--- src/rtl/decoder3x8_seq.sv ---
// decoder3x8_seq: 3-to-8 one-hot decoder behind a 4-entry code FIFO.
// Each decoded word is held for HOLD cycles, then followed by GAP idle cycles.
//
// Ports:
//   clk       - rising-edge clock
//   rst_n     - asynchronous active-low reset
//   flush     - synchronous clear of FIFO and current output word
//   in_valid  - in_code is presented
//   in_code   - binary code 0..7
//   in_ready  - a code can be accepted this cycle
//   y         - registered one-hot word (8'h00 when not driving)
//   y_valid   - y holds a decoded word
//   level     - number of queued codes, 0..4
module decoder3x8_seq #(
    parameter int HOLD = 4,
    parameter int GAP  = 1
) (
    input  logic       clk,
    input  logic       rst_n,
    input  logic       flush,
    input  logic       in_valid,
    input  logic [2:0] in_code,
    output logic       in_ready,
    output logic [7:0] y,
    output logic       y_valid,
    output logic [2:0] level
);

    localparam logic [1:0] S_IDLE  = 2'd0;
    localparam logic [1:0] S_DRIVE = 2'd1;
    localparam logic [1:0] S_GAP   = 2'd2;

    localparam logic [7:0] HOLD_LD = 8'(HOLD - 1);
    // With GAP=0 the GAP state is never entered; the load value is unused.
    localparam logic [7:0] GAP_LD  = (GAP > 0) ? 8'(GAP - 1) : 8'd0;
    localparam bit         HAS_GAP = (GAP != 0);

    logic [2:0] r_mem [4];
    logic [1:0] r_wp;
    logic [1:0] r_rp;
    logic [2:0] r_level;
    logic [1:0] r_state;
    logic [7:0] r_cnt;
    logic [7:0] r_y;
    logic       r_yv;

    logic       w_push;
    logic       w_pop;
    logic       w_has;
    logic       w_done;
    logic [7:0] w_onehot;
    logic [1:0] w_state_nx;
    logic [7:0] w_cnt_nx;
    logic [7:0] w_y_nx;
    logic       w_yv_nx;

    // Readiness looks only at the registered level, so a pop in the
    // same cycle never opens a slot in a full FIFO.
    assign in_ready = rst_n && (r_level < 3'd4) && !flush;
    assign w_push   = in_valid && in_ready;
    assign w_has    = (r_level != 3'd0);
    assign w_done   = (r_cnt == 8'd0);
    assign w_onehot = 8'd1 << r_mem[r_rp];

    assign y       = r_y;
    assign y_valid = r_yv;
    assign level   = r_level;

    always_comb begin
        w_pop      = 1'b0;
        w_state_nx = r_state;
        w_cnt_nx   = r_cnt;
        w_y_nx     = r_y;
        w_yv_nx    = r_yv;
        case (r_state)
            S_IDLE: begin
                if (w_has) begin
                    w_pop      = 1'b1;
                    w_y_nx     = w_onehot;
                    w_yv_nx    = 1'b1;
                    w_cnt_nx   = HOLD_LD;
                    w_state_nx = S_DRIVE;
                end
            end
            S_DRIVE: begin
                if (!w_done) begin
                    w_cnt_nx = r_cnt - 8'd1;
                end else if (HAS_GAP) begin
                    w_y_nx     = 8'h00;
                    w_yv_nx    = 1'b0;
                    w_cnt_nx   = GAP_LD;
                    w_state_nx = S_GAP;
                end else if (w_has) begin
                    // Back-to-back: next word replaces the current one.
                    w_pop      = 1'b1;
                    w_y_nx     = w_onehot;
                    w_yv_nx    = 1'b1;
                    w_cnt_nx   = HOLD_LD;
                end else begin
                    w_y_nx     = 8'h00;
                    w_yv_nx    = 1'b0;
                    w_state_nx = S_IDLE;
                end
            end
            S_GAP: begin
                if (!w_done) begin
                    w_cnt_nx = r_cnt - 8'd1;
                end else if (w_has) begin
                    w_pop      = 1'b1;
                    w_y_nx     = w_onehot;
                    w_yv_nx    = 1'b1;
                    w_cnt_nx   = HOLD_LD;
                    w_state_nx = S_DRIVE;
                end else begin
                    w_state_nx = S_IDLE;
                end
            end
            default: begin
                w_y_nx     = 8'h00;
                w_yv_nx    = 1'b0;
                w_cnt_nx   = 8'd0;
                w_state_nx = S_IDLE;
            end
        endcase
    end

    always_ff @(posedge clk or negedge rst_n) begin
        if (!rst_n) begin
            for (int i = 0; i < 4; i++) r_mem[i] <= 3'd0;
            r_wp    <= 2'd0;
            r_rp    <= 2'd0;
            r_level <= 3'd0;
            r_state <= S_IDLE;
            r_cnt   <= 8'd0;
            r_y     <= 8'h00;
            r_yv    <= 1'b0;
        end else if (flush) begin
            r_wp    <= 2'd0;
            r_rp    <= 2'd0;
            r_level <= 3'd0;
            r_state <= S_IDLE;
            r_cnt   <= 8'd0;
            r_y     <= 8'h00;
            r_yv    <= 1'b0;
        end else begin
            if (w_push) begin
                r_mem[r_wp] <= in_code;
                r_wp        <= r_wp + 2'd1;
            end
            if (w_pop) begin
                r_rp <= r_rp + 2'd1;
            end
            r_level <= r_level + {2'b00, w_push} - {2'b00, w_pop};
            r_state <= w_state_nx;
            r_cnt   <= w_cnt_nx;
            r_y     <= w_y_nx;
            r_yv    <= w_yv_nx;
        end
    end

endmodule

--- config.mk ---
export PLATFORM = sky130hd
export DESIGN_NAME = decoder3x8_seq
export DESIGN_NICKNAME = d
export VERILOG_FILES = /design/src/rtl/decoder3x8_seq.sv
export SDC_FILE = /design/constraint.sdc
export NUM_CORES = 1
export LEC_CHECK = 0
export ABC_AREA = 1
export CAP_MARGIN = 40
export CORE_MARGIN = 2
export CORE_UTILIZATION = 29
export CTS_CLUSTER_SIZE = 30
export DETAILED_ROUTE_END_ITERATION = 6
export GPL_ROUTABILITY_DRIVEN = 0
export MAX_ROUTING_LAYER = met4
export REMOVE_ABC_BUFFERS = 1
export SLEW_MARGIN = 25
export SYNTH_ARGS = -nofsm -noshare
export SYNTH_HDL_FRONTEND = slang
export SYNTH_SLANG_ARGS = --single-unit
--- constraint.sdc ---
create_clock -name clk -period 2.71 [get_ports clk]
set_input_delay 0.542 -clock clk [delete_from_list [all_inputs] [get_ports clk]]
set_output_delay 0.542 -clock clk [all_outputs]
set_load 0.01 [all_outputs]
==> results.md, run 1 <==
- Largest net degree at the start of global routing: 39
- RSZ-0062 raised after global routing: no
- Critical path class: reg -> reg
- Post-synthesis sequential area ratio: 43.58%
- Worst slew margin: 67.44%
- Clock Skew: 0.01270 ns
- Yosys warns: 0
- Placement Cell Area: 0.002479 mm²
- DRT iter0 DRCs: 107
- Grt ovf: 0
- Syn_area_per_cell: 8.393 µm²
- Hold-fix buffers, CTS: 0
- Die extent in y: 90.75 µm
- FMAX: 0.4172 GHz
- DR vias: 1703
- Worst Setup End Kind: flip-flop
- Core Util, Final: 35.48%
- Launch point of the worst reg-to-reg path: r_cnt[0]
- Most frequent cells in the layout: 56 x nand2_1, 38 x dfrtp_1, 27 x nand3_1, 20 x inv_1, 18 x clkdlybuf4s50_1
- VDD IR max: 0.0002591 V
- Final period utilization: 88.45%
- Tmin final: 2.397 ns
- Num CTS Buffers: 5
- CTS resizes: 0
- Max clock buf depth: 2
- Crit path from: r_cnt[0]
- First drt pass iteration count: 4
- Synthesized flop and latch total: 38
- Final Net Count: 301
- Critical Path AT: 2.56 ns
- Avg WL per Cell: 10.56 µm
- Die area: 0.008235 mm²
- Final wirelength: 4067 µm
- Cell area after layout: 0.002574 mm²
- Required time of the critical path: 2.88 ns
- Row count: 31
- Pwr Density: 1105 mW/mm²
- WHS: 0.3133 ns
- Synth Instances: 260
- Pleak: 1.257 nW
- Die X: 90.75 µm
- Setup bufs post-CTS: 0
- Critical-path cell list: inv_1 -> ha_1 -> nand3_1 -> nor2_2 -> nor2_2 -> nor3_4 -> ha_1 -> inv_1 -> ha_1 -> inv_1 -> fa_1 -> o21ai_0 -> a21oi_1
- Fin. max-slew vios: 0
- Number of global-route vias before repair: 1636
- Tightest Hold Check Type: in -> async
- Initial antenna violation count: 0
- Critical-path top delay cell: dfrtp_1
- Area of the mapped netlist: 0.002182 mm²
- GRT Overall Usage: 10.96%
- CTS Sinks: 38
- Htree depth: 2
- # DRC: 0
- CTS tree: built
- Worst Setup Start Kind: flip-flop
- Setup-failing EPs final: 0
- Count of cell types in the netlist: 28
- Area growth from synthesis to layout: 17.95%
- Final Hold Vio Count: 0
- Number of diodes: 0
- Routed Antenna Nets: 0
- Most common cell after layout, fill and taps aside: nand2_1
- Max cap viols: 0
- Core area: 0.007253 mm²
- Post-DR vias/cell: 4.423
- Max incr delay on CP: 0.39 ns
- Crit-path max FO: 4
- TNS Setup: 0 ns
- IO Count: 20
- HPWL Detailed: 2997 µm
- Root Buffer: clkbuf_8
- Worst-Skew Late Latency: 0.29 ns
- Initial Util: 30.08%
- Status: completed
- First-pass GRT wire length: 7314 µm
- PnR Total Power: 2.845 mW
- Number of port buffers: 19
- Share of cells above drive strength 1: 20.28%
- Clock transition at path regs: 0.08 ns
- Measured slew at the worst slew-check pin: 0.4885 ns
[cells in the mapped netlist]
cell type  instances  area share [%]
buf_6              2             1.0
nand2_2            8             2.3
inv_1             20             3.4
o211ai_1           2            0.69
xor2_1             4             1.6
nor3_4             1            0.75
nand2_4            8             4.1
nor2_1            13             2.2
fa_1               1            0.92
clkinv_4           1            0.40
nor2_2             6             1.7
a21oi_2            1            0.40
nand3_4            1            0.80
inv_2             15             2.6
ha_1               8             4.6
nand2_1           56             9.6
buf_2              1            0.23
o21ai_2            3             1.2
a21oi_1           12             2.8
dfrtp_1           38              44
nor2_4             1            0.52
nand3_1           27             6.2
and2_1             1            0.29
o31ai_4            1            0.97
o21ai_0           10             2.3
nor3b_2            1            0.57
o21ai_1           17             3.9
or2_0              1            0.29
[where the power goes]
group          switching, mW  internal (mW)  leakage, nW  total, mW
sequential             0.183          0.750        0.510      0.933
clock                  0.206          0.205       0.0472      0.411
combinational          0.913          0.588        0.700       1.50
[sequential cells by signal, indices dropped and copies added (netlist names)]
name     count
r_mem       12
r_cnt        8
y            8
level        3
r_rp         2
r_state      2
r_wp         2
y_valid      1
[metrics by stage]
stage	setup slack, ns	instances
floorplan	0.5396	257
detailed placement	0.07044	377
global placement	0.1752	377
CTS	0.2997	385
global route	0.1205	385
finish	0.3129	385
[worst max-delay path: cells and delay by family, from the launching register on]
kind	cells	cell delay, ns
DFF	1	0.39
adders and majority gates	4	0.94
AOI/OAI and AO/OA	2	0.24
buffers and inverters	3	0.22
and+or+nand+nor	4	0.48
[routing by layer]
metal | vias to the layer above | wire (µm) | track usage, %
li1 | 886 | - | -
met3 | 9 | 156 | 2.421
met1 | 783 | 1980 | 14.59
met5 | - | 0 | -
met4 | 0 | 59 | 4.615
met2 | 25 | 1871 | 16.11
[area by class of cell]
cell class              instances  area (µm²)
repair buffers                 21       200.2
well taps                      99       123.9
clock inverters                 2       12.51
clock buffers                   6       82.58
multi-input cells             183        1064
inverters                      36       140.1
fillers                       766        4679
flip-flops and latches         38       950.9
[path summary, 6_finish.rpt]
kind,endpoint,slack (ns),depth (start not counted)
hold / removal,r_cnt[1],0.31,2
setup / recovery,level[2],0.31,13
hold reg to reg,y[4],0.49,2
setup reg to reg,level[2],0.31,13
min in group clk,y[4],0.49,2
max in group asynchronous,r_rp[0],2.06,2
[kinds of logic after synthesis]
logic type | after synthesis | synth area share [%]
buffers and inverters | 39 | 7.683
AO/OA/AOI/OAI | 46 | 12.21
AND/OR/NAND/NOR | 124 | 29.42
flip-flops | 38 | 43.58
adder cells (fa/ha/maj) | 9 | 5.505
XOR/XNOR | 4 | 1.605
Note: power is estimated with default switching activity, not from simulation.
==> run 2, diff against run 1 <==
==> constraint.sdc (replaced) <==
create_clock -name clk -period 2.6 [get_ports clk]
set_input_delay 0.52 -clock clk [delete_from_list [all_inputs] [get_ports clk]]
set_output_delay 0.52 -clock clk [all_outputs]
set_load 0.01 [all_outputs]
==> run 2 against run 1 <==
Global-route usage up 0.067 points. Power up 7.4%. Largest cell class unchanged. Critical path depth unchanged. Maximum frequency up 1.4%. Sequential share of layout area down 0.36 points. Via count down 0.70%. Critical path type unchanged. Count of clock-buffer cells in the layout unchanged. Register-to-register slack worse by 0.08 ns. Cell area up 0.97%. Routed wire length up 0.52%. Sequential cell count unchanged. Clock skew down 0.0024 ns.
==> results.md, run 2 (same netlist as run 1, synthesis figures left out) <==
- Final period utilization: 90.95%
- PnR Total Power: 3.056 mW
- TNS Setup: 0 ns
- Pwr Density: 1176 mW/mm²
- Row count: 31
- Initial antenna violation count: 0
- Routed Antenna Nets: 0
- Critical-path cell list: inv_2 -> ha_1 -> nand3_1 -> nor2_2 -> nor2_2 -> nor3_4 -> ha_1 -> inv_1 -> ha_1 -> inv_1 -> fa_1 -> o21ai_0 -> a21oi_1
- Htree depth: 2
- Top delay family on crit path: adder cells
- Reg2reg setup slack: 0.24 ns
- Final Hold Vio Count: 0
- HPWL Detailed: 3022 µm
- Number of global-route vias before repair: 1589
- Fin. max-slew vios: 0
- Core area: 0.007253 mm²
- Num CTS Buffers: 5
- Most frequent cells in the layout: 56 x nand2_1, 38 x dfrtp_1, 27 x nand3_1, 19 x inv_1, 18 x clkdlybuf4s50_1
- Worst Setup Start Kind: flip-flop
- Largest net degree at the start of global routing: 39
- Critical Path AT: 2.53 ns
- Placement Cell Area: 0.002486 mm²
- Measured slew at the worst slew-check pin: 0.5013 ns
- Number of diodes: 0
- Max incr delay on CP: 0.40 ns
- Core Util, Final: 35.83%
- Flip-flop count of the largest register after layout: 12
- First-pass GRT wire length: 7279 µm
- Critical-path top delay cell: dfrtp_1
- DRT iter0 DRCs: 97
- Worst Setup End Kind: flip-flop
- DR vias: 1691
- Initial Util: 30.08%
- RSZ-0062 raised after global routing: no
- Final Net Count: 302
- Root Buffer: clkbuf_8
- GRT Overall Usage: 11.03%
- Pleak: 1.270 nW
- # DRC: 0
- Clock Skew: 0.01027 ns
- Cell area after layout: 0.002599 mm²
- Share of cells above drive strength 1: 20.63%
- Post-DR vias/cell: 4.392
- Critical path class: reg -> reg
- Required time of the critical path: 2.76 ns
- Worst-Skew Late Latency: 0.29 ns
- CP dominant cell by count: ha_1
- VDD IR max: 0.0003704 V
- CTS tree: built
- Grt ovf: 0
- Number of port buffers: 19
- DP Worst Slack: 0.08058 ns
- Final wirelength: 4088 µm
- Clock transition at path regs: 0.07 ns
- CTS Sinks: 38
- CP Buf/Inv Count: 3
- Status: completed
- Max clock buf depth: 2
- Area growth from synthesis to layout: 19.09%
- FMAX: 0.4229 GHz
- Die extent in y: 90.75 µm
- Setup ws final: 0.2354 ns
- Tightest Hold Check Type: in -> async
- Setup-failing EPs final: 0
- Avg WL per Cell: 10.62 µm
- Top reg by flops: r_mem
- Die X: 90.75 µm
- Most common cell after layout, fill and taps aside: nand2_1
- First drt pass iteration count: 4
- Setup bufs post-CTS: 0
- Max cap viols: 0
- Worst slew margin: 66.58%
- Tmin final: 2.365 ns
- IO Count: 20
- Crit-path max FO: 4
- Die area: 0.008235 mm²
## run 2: layer usage
| metal | routed length [µm] | part of all wire, % | global-route usage (%) | up-vias |
|---|---|---|---|---|
| li1 | - | - | - | 888 |
| met1 | 2071 | 51 | 14.57 | 771 |
| met2 | 1838 | 45 | 16.23 | 26 |
| met3 | 123 | 3.0 | 2.588 | 6 |
| met4 | 55 | 1.3 | 4.615 | 0 |
| met5 | 0 | 0 | - | - |
## run 2: final cells by class
type	instances	area (µm²)
Timing Repair Buffer	22	207.7
Clock buffer	6	82.58
Clock inverter	1	30.03
Tap cell	99	123.9
Fill cell	779	4654
Multi-Input combinational cell	183	1064
Inverter	36	140.1
Sequential cell	38	950.9
## run 2: path summary, 6_finish.rpt
| kind | startpoint | to | depth (start not counted) |
|---|---|---|---|
| setup / recovery | r_cnt[0] | level[2] | 13 |
| hold / removal | rst_n | r_cnt[1] | 2 |
| setup reg to reg | r_cnt[0] | level[2] | 13 |
| hold reg to reg | y[6] | y[6] | 2 |
| max in group asynchronous | rst_n | r_rp[0] | 2 |
| min in group clk | y[6] | y[6] | 2 |
## run 2: timing repair
item,4_1_cts,5_1_grt
setup endpoints to repair,0,1
hold buffers,0,0
resized for setup,0,1
## run 2: worst reg2reg max path, delay by kind of cell, from the launching register on
family	cells	cell delay [ns]
buffers and inverters	3	0.19
AND/OR/NAND/NOR	4	0.48
AO/OA/AOI/OAI	2	0.23
flip-flops	1	0.40
adder cells (fa/ha/maj)	4	0.94
## run 2: where the power goes
group	leakage, nW	total (mW)	internal [mW]	switching, mW
sequential	0.510	0.975	0.782	0.193
clock	0.0573	0.510	0.307	0.203
combinational	0.704	1.57	0.615	0.956
total	1.27	3.06	1.70	1.35
## run 2: stage by stage
stage          hold WS, ns  instances
2_1_floorplan       0.2244        257
3_3_place_gp        0.4688        378
3_5_place_dp        0.4742        378
4_1_cts             0.3082        385
5_1_grt             0.3305        385
6_report            0.2959        385
